File: config.mk
export PLATFORM = sky130hd
export DESIGN_NAME = project
export DESIGN_NICKNAME = d
export VERILOG_FILES = /design/src/rtl/puf_pkg.sv /design/src/rtl/ro_emulator.sv /design/src/rtl/project.sv
export SDC_FILE = /design/constraint.sdc
export NUM_CORES = 1
export LEC_CHECK = 0
export BUFFER_PORTS_ARGS = -buffer_cell sky130_fd_sc_hd__buf_2
export CORE_MARGIN = 3
export CORE_UTILIZATION = 25
export CTS_BUF_LIST = sky130_fd_sc_hd__clkbuf_16
export CTS_CLUSTER_DIAMETER = 30
export DETAILED_ROUTE_END_ITERATION = 16
export MAX_ROUTING_LAYER = met4
export PLACE_DENSITY_LB_ADDON = 0.08
export SETUP_SLACK_MARGIN = 0.05
export SLEW_MARGIN = 25
export SYNTH_ARGS = -nofsm -noshare
export SYNTH_HDL_FRONTEND = slang
export SYNTH_SLANG_ARGS = --single-unit
File: constraint.sdc
create_clock -name clk -period 1.9 [get_ports clk]
set_clock_uncertainty 0.05 [all_clocks]
set_input_delay 0.095 -clock clk [delete_from_list [all_inputs] [get_ports clk]]
set_output_delay 0.095 -clock clk [all_outputs]
set_load 0.05 [all_outputs]
File: src/rtl/puf_pkg.sv
// Shared constants for the emulated ring-oscillator PUF: RO count, half-period table, counter width, FSM states.
// No logic; latency and backpressure not applicable.
// Half-period table stands in for process variation between oscillators.
package puf_pkg;

    localparam int NUM_RO  = 8;
    localparam int COUNT_W = 16;

    localparam int RO_HALF [NUM_RO] = '{5, 7, 6, 9, 4, 8, 11, 10};

    typedef enum logic {
        ST_MEASURE = 1'b0,
        ST_COMPARE = 1'b1
    } state_t;

    function automatic int ro_half(input int idx);
        return RO_HALF[idx];
    endfunction

endpackage

File: src/rtl/ro_emulator.sv
// Emulated ring oscillator: toggles a wave every HALF_PERIOD run cycles and counts 0->1 transitions.
// Count updates in the same cycle as the rising toggle; no pipeline.
// No backpressure: run gates progress, clear and rst zero all state.
module ro_emulator
    import puf_pkg::*;
#(
    parameter int HALF_PERIOD = 5
) (
    input  logic               clk,
    input  logic               rst,
    input  logic               run,
    input  logic               clear,
    output logic [COUNT_W-1:0] edge_count
);

    localparam int PH_W = (HALF_PERIOD > 2) ? $clog2(HALF_PERIOD) : 1;
    localparam logic [PH_W-1:0] PH_LAST = PH_W'(HALF_PERIOD - 1);

    logic [PH_W-1:0] phase;
    logic            wave;

    always_ff @(posedge clk) begin
        if (rst || clear) begin
            phase      <= '0;
            wave       <= 1'b0;
            edge_count <= '0;
        end else if (run) begin
            if (phase == PH_LAST) begin
                phase <= '0;
                wave  <= ~wave;
                // Only the 0->1 toggle counts; saturate so a long window never wraps.
                if (!wave && (edge_count != {COUNT_W{1'b1}})) begin
                    edge_count <= edge_count + 1'b1;
                end
            end else begin
                phase <= phase + 1'b1;
            end
        end
    end

endmodule

File: src/rtl/project.sv
// RO-PUF response generator: races two emulated oscillators over a fixed window, outputs A-faster bit.
// Output updates once per WINDOW_CYCLES+1 cycles, on the COMPARE edge; holds otherwise.
// No backpressure; free-running from reset release.
module project
    import puf_pkg::*;
#(
    parameter int WINDOW_CYCLES = 256,
    parameter int SEL_A         = 0,
    parameter int SEL_B         = 1
) (
    input  logic clk,
    input  logic rst,
    output logic puf_bit_out
);

    localparam logic [COUNT_W-1:0] WIN_LAST = COUNT_W'(WINDOW_CYCLES - 1);

    state_t             state;
    state_t             state_nxt;
    logic [COUNT_W-1:0] win_cnt;
    logic               measure;
    logic               clear;
    logic [COUNT_W-1:0] count_a;
    logic [COUNT_W-1:0] count_b;

    always_ff @(posedge clk) begin
        if (rst) begin
            state <= ST_MEASURE;
        end else begin
            state <= state_nxt;
        end
    end

    always_comb begin
        state_nxt = state;
        measure   = 1'b0;
        clear     = 1'b0;
        case (state)
            ST_MEASURE: begin
                measure = 1'b1;
                if (win_cnt == WIN_LAST) begin
                    state_nxt = ST_COMPARE;
                end
            end
            ST_COMPARE: begin
                clear     = 1'b1;
                state_nxt = ST_MEASURE;
            end
            default: state_nxt = ST_MEASURE;
        endcase
    end

    always_ff @(posedge clk) begin
        if (rst || clear) begin
            win_cnt <= '0;
        end else if (measure) begin
            win_cnt <= win_cnt + 1'b1;
        end
    end

    // Strict greater-than: a tie resolves to 0.
    always_ff @(posedge clk) begin
        if (rst) begin
            puf_bit_out <= 1'b0;
        end else if (state == ST_COMPARE) begin
            puf_bit_out <= (count_a > count_b);
        end
    end

    ro_emulator #(
        .HALF_PERIOD(ro_half(SEL_A))
    ) u_ro_a (
        .clk       (clk),
        .rst       (rst),
        .run       (measure),
        .clear     (clear),
        .edge_count(count_a)
    );

    ro_emulator #(
        .HALF_PERIOD(ro_half(SEL_B))
    ) u_ro_b (
        .clk       (clk),
        .rst       (rst),
        .run       (measure),
        .clear     (clear),
        .edge_count(count_b)
    );

endmodule

After elaboration in Yosys (flattened, before gate mapping). Cells that the tools add are included.

Register bits after elaboration: 58. Bits of input ports: 2. Output and inout port bits: 1.

Add/sub/neg operators: 5. Magnitude comparators: 1. Equal/unequal tests: 5. Mux-type cells: 5. Bitwise operators: 3. Reductions and logical operators: 9.

Operators by type and width (count): 16-bit by 1-bit adder with 16-bit output, second input constant (3); 16-bit != test, second input constant (2); 16-bit by 8-bit equality test with 1-bit output, second input constant (1); 16-bit > comparator (1); 3-bit by 1-bit adder with 3-bit output, second input constant (2); 3-bit equality test, second input constant (2); 3-bit 2-to-1 mux (2); 3-bit AND reduction (2); 2-bit AND reduction (2); 1-bit inverter (3); 1-bit logical AND (2); 1-bit logical NOT (2); 1-bit 2-to-1 mux (2); 1-bit case mux with 2 select lines (1); 1-bit logical OR (1).

Longest topological paths before layout.
Depth in word-level cells: 3. Mapped depth: 7.

Cells and area by module. A second synthesis with hierarchy kept.

Cell total of the unflattened synthesis: 384. Area total of the unflattened synthesis: 3270.6 µm².

Modules (own cells, without submodules): project (times used 1, cells each 146, area each 1191.1 µm², seq. area each 360.3 µm²); ro_emulator (u_ro_b) (times used 1, cells each 117, area each 1053.5 µm², seq. area each 400.4 µm²); ro_emulator (u_ro_a) (times used 1, cells each 121, area each 1026.0 µm², seq. area each 400.4 µm²).

Worst setup path after synthesis. Ideal clock, no wire load.

Path kind: reg-to-reg. From: register u_ro_a.phase[0]. To: register u_ro_a.edge_count[10]. Setup time: 0.071 ns. Arrival: 1.569 ns. Setup slack: 0.211 ns. Stages on the path, launching flop included: 8. Buffers on the path: 1. Path through: dfxtp_1 inv_1 ha_1 and4bb_1 buf_6 nand4_4 or4_1 a21oi_1.

Longest elaborated chain between the ends: 2.

RTL lines: start, declared (RTL line ro_emulator.sv:19) `logic [PH_W-1:0] phase;`; start signal, assigned (RTL line ro_emulator.sv:36) `phase <= phase + 1'b1;`; 3-bit equality test (RTL line ro_emulator.sv:28) `if (phase == PH_LAST) begin`; 3-bit AND reduction (no line); end signal, assigned (RTL line ro_emulator.sv:33) `edge_count <= edge_count + 1'b1;`; end, declared (RTL line ro_emulator.sv:13) `output logic [COUNT_W-1:0] edge_count`.

Every way passes these cells. A chain may end at the register's enable or synchronous reset.

Worst setup path in the final report.
From: register u_ro_a.phase[0]. To: register u_ro_a.edge_count[11].

The elaborated chain is that of the path after synthesis.

==> results.cfg <==
[timing]
finalHoldViolCount = 0
slew_violations = 0
max_freq_mhz = 563.3
finalSetupViolations = 0
setup_tns_ns = 0
rsz0062_at_grt = yes
fin_crit_ns = 1.775
period_share_pct = 93.44
slew_headroom_pct = 71.59
tightest_slew_ns = 0.4239

[yosys]
synth_cell_type_count = 53
syn_area_sq_mm = 0.003221
ys_async_sr_fraction_pct = 0
synth-compound-area-share_pct = 15.07
yosysSeqAreaShare_pct = 36.05
synth_top_family_by_area = simple AND/OR/NAND/NOR gates
synth_simple_gate_area_share_pct = 29.10
synth_top_flop_cell = dfxtp_1
syn_area_per_cell_sq_um = 8.634
synth_xor_area_share_pct = 3.535
syn_nets = 396
ys.warnings.count = 0
synth-adder-area-share_pct = 8.159
synthMuxAreaShare_pct = 3.458
synth_edf_count = 0
synth_seq_cells = 58
syn_inst = 373

[cts]
clkTransAtPathRegs_ns = 0.06
worstSkewPairLatency_ns = 0.33
ctsHtreeMaxLevel = 3
cts_buffers = 9
clockRootBuffer = clkbuf_16
tritoncts = yes
cts_buffer_depth = 2
cts_hold_buffers = 0
numClockSinks = 58

[worst_setup_path]
worst_r2r_path_depth = 6
r2r_end = u_ro_a.edge_count[11]$_SDFFE_PP0P_
end_kind = flip-flop
cp.required_ns = 2.11
worst-endpoint-arrival_ns = 1.99
cp_max_fo = 8
r2r-start = u_ro_a.phase[0]$_SDFFE_PP0N_
startpoint_type = flip-flop
critPathKind = reg2reg
timing.reg2reg.setup_slack_ns = 0.12

[detailed_routing]
wl_per_cell_microns = 14.30
dr_wl_met3_microns = 180
wl_met2_microns = 3667
via_per_inst = 4.889
drt_iter0_drc = 116
top_layer = met4
final_antenna_net_count = 0
firstDrtPassIters = 4
wirelength_microns = 8134
vias = 2782
drcViolationCount = 0
wl_met1_microns = 4169

[die]
die_w_microns = 119.5
die_area_sq_mm = 0.01428
initial_core_util_pct = 26.16
die_h_microns = 119.5
io_pins = 3
coreArea_sq_mm = 0.01231
rows = 40

[status]
status = completed

[finish]
layout_commonest_cell = dfxtp_1
drive_above_1_share_pct = 15.71
final_cell_mix = 56 x dfxtp_1, 34 x nand2_1, 26 x a21oi_1
syn_to_final_growth_pct = 20.05
fin_cells = 569
fin_nets = 419
num_antenna_cells = 0

[global_routing]
grt_pass1_vias = 2749
grt_max_degree = 30
grt_first_pass_wirelength_microns = 14100
gr-total-overflow = 0
grt.total_usage_pct = 12.79
antenna_found_initial = 0

[power_and_ir_drop]
finalPower_w = 0.002833
p_leak_nw = 1.424
vdd_drop_max_uv = 465.5
power.density_mw_per_mm2 = 732.8

[hold_path]
hold_start = rst
whs_path_depth = 3
hold_end = u_ro_a.edge_count[4]$_SDFFE_PP0P_
worstHoldPathType = in2reg

[placement]
dp.cells = 553
port_buffers = 2
dpl.hpwl_microns = 5985
gp_congestion = 0.7424

[run]
maxCapViolCount = 0
cell type report:
| cell class | count | area [sq um] |
|---|---|---|
| clock inverters | 7 | 45.04 |
| flip-flops and latches | 58 | 1164 |
| inverters | 21 | 78.83 |
| well taps | 168 | 210.2 |
| multi-input cells | 279 | 1933 |
| repair buffers | 27 | 210.2 |
| fillers | 1343 | 8446 |
| clock buffers | 9 | 225.2 |
per-layer routing:
| metal | vias to the layer above | GRT usage, % |
|---|---|---|
| met5 | - | - |
| met3 | 9 | 3.393 |
| li1 | 1433 | - |
| met2 | 15 | 19.46 |
| met1 | 1325 | 16.55 |
| met4 | 0 | 4.295 |
report_power, final:
part,internal [W],switching (W)
logic,0.0000406,0.0000574
clock network,0.000876,0.000612
registers,0.00123,0.0000135
total,0.00215,0.000683
synth_stat cells, types with 3 or more instances:
cell type | n | area [sq um]
nand3_1 | 19 | 95.09
nor4_1 | 6 | 37.54
buf_2 | 5 | 25.02
nand2_1 | 34 | 127.6
and3_1 | 7 | 43.79
nand4_4 | 3 | 63.81
and2_1 | 6 | 37.54
o31ai_1 | 5 | 37.54
xor2_1 | 9 | 78.83
a21oi_1 | 26 | 130.1
dfxtp_1 | 58 | 1161
o21ai_1 | 4 | 20.02
inv_1 | 21 | 78.83
xnor2_1 | 4 | 35.03
nor3_1 | 6 | 30.03
or3_2 | 4 | 30.03
a211oi_1 | 4 | 30.03
and4_1 | 10 | 87.58
ha_1 | 21 | 262.8
mux2i_1 | 10 | 100.1
o21ai_0 | 8 | 40.04
o311ai_0 | 3 | 26.28
buf_1 | 3 | 11.26
a2111o_1 | 4 | 45.04
nor2_1 | 26 | 97.59
or3_1 | 4 | 25.02
clkbuf_1 | 6 | 22.52
or4_1 | 6 | 45.04
a21o_1 | 3 | 22.52
o41ai_1 | 5 | 43.79
nand4_1 | 18 | 112.6
worst max-delay path, cell delays in order (launching register included):
cell and delay, ns:
dfxtp_1 0.31, inv_1 0.10, ha_4 0.14, and4bb_2 0.31
nand4_4 0.15, or4_1 0.49, a21oi_1 0.15
state kept, by name, indices dropped and copies added (netlist names):
name               cells
u_ro_b.edge_count     16
state                  1
puf_bit_out            1
u_ro_b.wave            1
u_ro_b.phase           3
u_ro_a.wave            1
u_ro_a.phase           3
u_ro_a.edge_count     16
win_cnt               16
worst max path at each step:
stage | to | startpoint | slack [ns] | depth (start not counted)
final | u_ro_a.edge_count[11]$_SDFFE_PP0P_ | u_ro_a.phase[0]$_SDFFE_PP0N_ | 0.12 | 6
after global routing | u_ro_a.edge_count[13]$_SDFFE_PP0P_ | u_ro_a.phase[0]$_SDFFE_PP0N_ | 0.03 | 6
after CTS | u_ro_a.edge_count[11]$_SDFFE_PP0P_ | u_ro_a.phase[0]$_SDFFE_PP0N_ | 0.05 | 6
after floorplan | u_ro_a.edge_count[10]$_SDFFE_PP0P_ | u_ro_a.phase[0]$_SDFFE_PP0N_ | 0.21 | 7
after detailed placement | u_ro_a.edge_count[11]$_SDFFE_PP0P_ | u_ro_a.phase[0]$_SDFFE_PP0N_ | 0.07 | 6
after global placement | u_ro_a.edge_count[13]$_SDFFE_PP0P_ | u_ro_a.phase[0]$_SDFFE_PP0N_ | 0.10 | 6
logic make-up (layout without fill, tap and decap cells):
| group | after synthesis | after routing |
|---|---|---|
| compound gates | 73 | 73 |
| xor+xnor | 13 | 13 |
| fa+ha+maj | 21 | 21 |
| buf+inv | 36 | 64 |
| flops | 58 | 58 |
| mux | 11 | 11 |
| simple gates | 161 | 161 |
per-stage QoR:
stage / util (%) / cell area, sq um / worst slack (ns) / hold WS [ns]
after floorplan: - / 3221 / 0.2107 / 0.2257
after global placement: 29.02 / 3573 / 0.1046 / 0.3943
after detailed placement: 29.02 / 3573 / 0.07432 / 0.4038
after CTS: 31.22 / 3844 / 0.05347 / 0.09484
after global routing: 31.40 / 3866 / 0.02926 / 0.1217
final: 31.40 / 3866 / 0.1246 / 0.09770
what timing repair did:
item | 4_1_cts | 5_1_grt
setup endpoints to repair | 0 | 11
buffers inserted | 0 | 0
gates resized for setup | 0 | 10
Power figures use the tool's default switching activity.
